--- config.mk ---
export PLATFORM = sky130hd
export DESIGN_NAME = patp_memory_store
export DESIGN_NICKNAME = d
export VERILOG_FILES = /design/src/rtl/patp_memory_store.sv
export SDC_FILE = /design/constraint.sdc
export NUM_CORES = 1
export LEC_CHECK = 0
export CAP_MARGIN = 20
export CORE_MARGIN = 5
export CORE_UTILIZATION = 30
export DETAILED_ROUTE_END_ITERATION = 7
export PLACE_DENSITY = 0.42
export SYNTH_ARGS = -nofsm -noshare
export SYNTH_HDL_FRONTEND = slang
export SYNTH_SLANG_ARGS = --single-unit
export TNS_END_PERCENT = 50
--- constraint.sdc ---
create_clock -name clk -period 3.8 [get_ports clk]
set_input_delay 0.57 -clock clk [delete_from_list [all_inputs] [get_ports clk]]
set_output_delay 0.57 -clock clk [all_outputs]
set_load 0.02 [all_outputs]
--- src/rtl/patp_memory_store.sv ---
// patp_memory_store: main store for the PATP core.
// After reset the store zeroes itself (CLEAR), then accepts a program image
// over the load port (LOAD). Only after that does it release the core (RUN)
// and answer the sequencer's we_mar/read/oe_ms/write strobes against its MAR.
//
// Load port handshake: a word transfers on every rising edge where
// prog_ready and prog_valid are both high. prog_ready is high only in LOAD.
// The source may hold prog_valid across cycles; each such edge is a new write.
//
// Optional feature: define PATP_MS_COLLISION_CHECK_EN to add the sticky
// coll_err output, which flags read/oe_ms overlapping a write while in RUN.
module patp_memory_store #(
  parameter int DATA_W = 8,
  parameter int ADDR_W = 5,
  parameter int DEPTH  = 2**ADDR_W
) (
  input  logic              clk,
  input  logic              rst_n,
  input  logic [DATA_W-1:0] bus_in,
  input  logic              we_mar,
  input  logic              read,
  input  logic              oe_ms,
  input  logic              write,
  output logic [DATA_W-1:0] bus_out,
  output logic              bus_oe,
  input  logic              prog_valid,
  output logic              prog_ready,
  input  logic [ADDR_W-1:0] prog_addr,
  input  logic [DATA_W-1:0] prog_data,
  input  logic              prog_done,
  output logic              core_hold,
  output logic [ADDR_W-1:0] mar,
`ifdef PATP_MS_COLLISION_CHECK_EN
  output logic              coll_err,
`endif
  output logic [1:0]        fsm_state
);

  typedef enum logic [1:0] {
    ST_CLEAR = 2'd0,
    ST_LOAD  = 2'd1,
    ST_RUN   = 2'd2
  } state_t;

  // One bit wider than the address so the terminal count is unambiguous.
  localparam logic [ADDR_W:0] CLR_LAST = (ADDR_W+1)'(DEPTH-1);
  localparam logic [ADDR_W:0] CLR_ONE  = (ADDR_W+1)'(1);

  state_t              state;
  logic [ADDR_W:0]     clr_ptr;
  logic [DATA_W-1:0]   mem [DEPTH];

  logic                mem_we;
  logic [ADDR_W-1:0]   mem_wa;
  logic [DATA_W-1:0]   mem_wd;

  assign fsm_state = state;

  // Sequencer: CLEAR walks every address, LOAD waits for prog_done, RUN owns the MAR.
  always_ff @(posedge clk) begin
    if (!rst_n) begin
      state      <= ST_CLEAR;
      clr_ptr    <= '0;
      mar        <= '0;
      prog_ready <= 1'b0;
      core_hold  <= 1'b1;
    end else begin
      case (state)
        ST_CLEAR: begin
          clr_ptr <= clr_ptr + CLR_ONE;
          if (clr_ptr == CLR_LAST) begin
            state      <= ST_LOAD;
            prog_ready <= 1'b1;
          end
        end
        ST_LOAD: begin
          if (prog_done) begin
            state      <= ST_RUN;
            prog_ready <= 1'b0;
            core_hold  <= 1'b0;
          end
        end
        ST_RUN: begin
          if (we_mar) mar <= bus_in[ADDR_W-1:0];
        end
        default: begin
          state      <= ST_CLEAR;
          clr_ptr    <= '0;
          prog_ready <= 1'b0;
          core_hold  <= 1'b1;
        end
      endcase
    end
  end

  // Single write port: the current state picks who owns it.
  always_comb begin
    mem_we = 1'b0;
    mem_wa = '0;
    mem_wd = '0;
    if (rst_n) begin
      case (state)
        ST_CLEAR: begin
          mem_we = 1'b1;
          mem_wa = clr_ptr[ADDR_W-1:0];
          mem_wd = '0;
        end
        ST_LOAD: begin
          mem_we = prog_valid;
          mem_wa = prog_addr;
          mem_wd = prog_data;
        end
        ST_RUN: begin
          // Uses the MAR value from before any same-cycle we_mar.
          mem_we = write;
          mem_wa = mar;
          mem_wd = bus_in;
        end
        default: begin
          mem_we = 1'b0;
        end
      endcase
    end
  end

  // Storage array; contents are only ever initialised by the CLEAR walk.
  always_ff @(posedge clk) begin
    if (mem_we) mem[mem_wa] <= mem_wd;
  end

  // Zero-latency read so the IR or D0 can latch in the same T-state;
  // a same-cycle write shows the old data here and commits at the edge.
  assign bus_oe  = (state == ST_RUN) && read && oe_ms;
  assign bus_out = bus_oe ? mem[mar] : '0;

`ifdef PATP_MS_COLLISION_CHECK_EN
  logic coll_err_q;

  // Sticky flag for a write overlapping read or oe_ms in RUN; cleared only by reset.
  always_ff @(posedge clk) begin
    if (!rst_n) begin
      coll_err_q <= 1'b0;
    end else if ((state == ST_RUN) && write && (read || oe_ms)) begin
      coll_err_q <= 1'b1;
    end
  end

  assign coll_err = coll_err_q;
`endif

endmodule

==> impl_metrics.toml <==
[grt]
grtUsageTotal_pct = 13.2
antenna_found_initial = 1
grt_max_degree = 65
grt-ovfl-total = 0
grt_pass1_vias = 6230
grt_pass1_wl_um = 40800

[setup_path]
r2r_start = "fsm_state[0]"
critical_path_class = "flop to primary output"
worst_setup_path_start_kind = "flop"
crit_path_max_incr_delay_ns = 0.63
endpoint_kind = "primary output"
critical_path_required_ns = 3.23
reg2reg_slack_ns = 0.80
r2r_cells = 7
path_cells = "buf_12 -> mux4_1 -> mux2i_1 -> a221o_1 -> a31oi_1 -> clkdlybuf4s50_1"
cpMaxStageDelayCell = "mux4_1"
worstReg2RegEnd = "mem[2][5]"
critical_path_arrival_ns = 3.06
path_max_fanout = 22

[synth]
syn_nets = 633
ys_types = 42
synthXorXnorAreaFrac_pct = 0.0778
yosys.area.top_type = "edfxtp_1"
yosys.area_share.simple_pct = 4.58
synth.area.mux_share_pct = 15.5
synth_edf_count = 256
synthCells = 597
ys_async_sr_fraction_pct = 0
ys_top_cells_by_area = "edfxtp_1 68%, mux4_1 10%, dfxtp_1 3.6%"
synth.most_common_cell = "edfxtp_1"
ys_top_cells_by_count = "256 x edfxtp_1, 55 x nor2_1, 43 x mux4_1"
synth_top_family_by_area = "multiplexers"
synth_adder_area_share_pct = 0.778
synth_flop_cell = "edfxtp_1"
synth_warnings = 0
synth_top_area_share_pct = 68.3
synth_area_um2 = 11300
ys_ff_latch = 276
synth_seq_area_share_pct = 71.8
avgSynthCellArea_um2 = 18.9
synth_compound_area_share_pct = 4.78

[routing]
routed_via_density = 4.94
detail-route-antenna-nets = 0
wire_per_inst_um = 23.3
drt_iter0_drc = 421
drc = 0
first_pass_iters = 4
drt_wl_total_um = 27800
vias = 5899

[placed_design]
place.detailed.hpwl_um = 18500
port-buffer-count = 46
gp_congestion = 0.747
placed_area_um2 = 12500
post-place-cells = 1140

[cts]
clockRootBuffer = "clkbuf_16"
cts_tree = "yes"
cts_num_sinks = 276
clk_path_buf_depth = 3
h-tree-depth = 1
clk_latency_ns = 0.54
postCtsSetupBuffers = 0
clk_pin_slew_ns = 0.06
numCtsBuffers = 30

[floorplanning]
initial_utilization_pct = 30.2
die_width_um = 204
die_h_um = 204
die-area_um2 = 41500
pin_count = 47
coreArea_um2 = 37300
rows = 71

[timing]
skew_ns = 0.00807
fin_tns_setup_ns = 0
rsz0062_at_grt = "false"
min_period_ns = 3.63
slew_headroom_pct = 39.7
drv_slew = 0
clock.fmax_ghz = 0.275
final.period_utilization_pct = 95.6
setup_viol_count_final = 0
holdWs_ns = 0.505
worstMarginPinSlew_ns = 0.903
hold_viol = 0

[job]
cap_violations = 0

[cells_and_area]
area_growth_syn_to_layout_pct = 19.5
antenna_cells = 0
fin_cells = 1194
drive_gt1_share_pct = 17.2
nNetsFinal = 734
fin_util_pct = 36.1
design_area_um2 = 13500

[min_path]
hold_start = "mar[2]"
whs_path_depth = 2
hold_class = "flop to flop"

[outcome]
status = "complete, no violations"

[power]
power.density_nw_per_um2 = 465
p_leak_nw = 4.97
irDropWorstVdd_mv = 0.385
[repair_timing]
action,in CTS,in global routing
endpoints found under the setup margin,4,3
resized for setup,3,3
hold buffers,0,0
[state kept, by name (all words and copies together) (netlist names), named ones only]
register and count:
core_hold 1, fsm_state 2, prog_ready 1, clr_ptr 6, mem 256, mar 5
[power breakdown]
part	internal [W]	switching [W]
sequential	0.00331	0.0000147
clock	0.00161	0.00111
combinational	0.0000858	0.000119
[kinds of logic after synthesis]
| kind of cell | count (synthesis) |
|---|---|
| buffers and inverters | 34 |
| muxes | 88 |
| xor gates and xnor gates | 1 |
| adders and majority gates | 7 |
| and+or+nand+nor | 116 |
| AOI/OAI and AO/OA | 75 |
| DFF | 276 |
[worst max-delay path by stage]
stage	start	to	slack (ns)
finish	flop	bus_out[1]	0.17
global route	flop	bus_out[5]	0.005
CTS	flop	bus_out[1]	0.04
detailed placement	flop	bus_out[5]	0.52
global placement	flop	bus_out[5]	0.53
floorplan	fsm_state[0]	mem[0][0]	1.19
[cell usage in the layout (no fill, tap or decap), types with 11 or more instances in the layout]
master | Yosys | final
nor2_1 | 55 | 47
mux2i_1 | 32 | 30
a21oi_1 | 12 | 12
edfxtp_1 | 256 | 256
mux4_1 | 43 | 43
o21ai_0 | 11 | 11
mux4_2 | 13 | 13
nand2_1 | 28 | 28
clkdlybuf4s50_1 | 0 | 43
clkbuf_16 | 0 | 31
dfxtp_1 | 20 | 18
a22oi_1 | 18 | 18
buf_4 | 2 | 48
[critical path: cells and delay by family, from the launching register on]
family / cells / cell delay (ns)
AO/OA/AOI/OAI: 2 / 0.28
buffers and inverters: 2 / 0.80
flip-flops: 1 / 0.36
multiplexers: 2 / 1.08
[layout make-up]
class                      count  area [µm²]
fill                        3464       23900
sequential                   276        8090
multi-input combinational    287        2920
timing repair buffer          98         900
clock buffer                  43         851
tap                          474         593
clock inverter                11        81.3
inverter                       5        18.8
[layer usage]
layer  global-route usage, %  routed length (µm)  up-vias
li1                        -                   -     2667
met1                    17.6               12000     3039
met2                    23.1               14100      162
met3                    1.88                1160       31
met4                    2.89                 469        0
met5                       0                   0        -
[metrics by stage]
stage	power (W)	setup WS, ns
2_1_floorplan	0.00349	1.19
3_3_place_gp	0.00359	0.528
3_5_place_dp	0.00360	0.524
4_1_cts	0.00634	0.0436
5_1_grt	0.00648	0.00518
6_report	0.00625	0.166
Note: power is estimated with default switching activity, not from simulation.
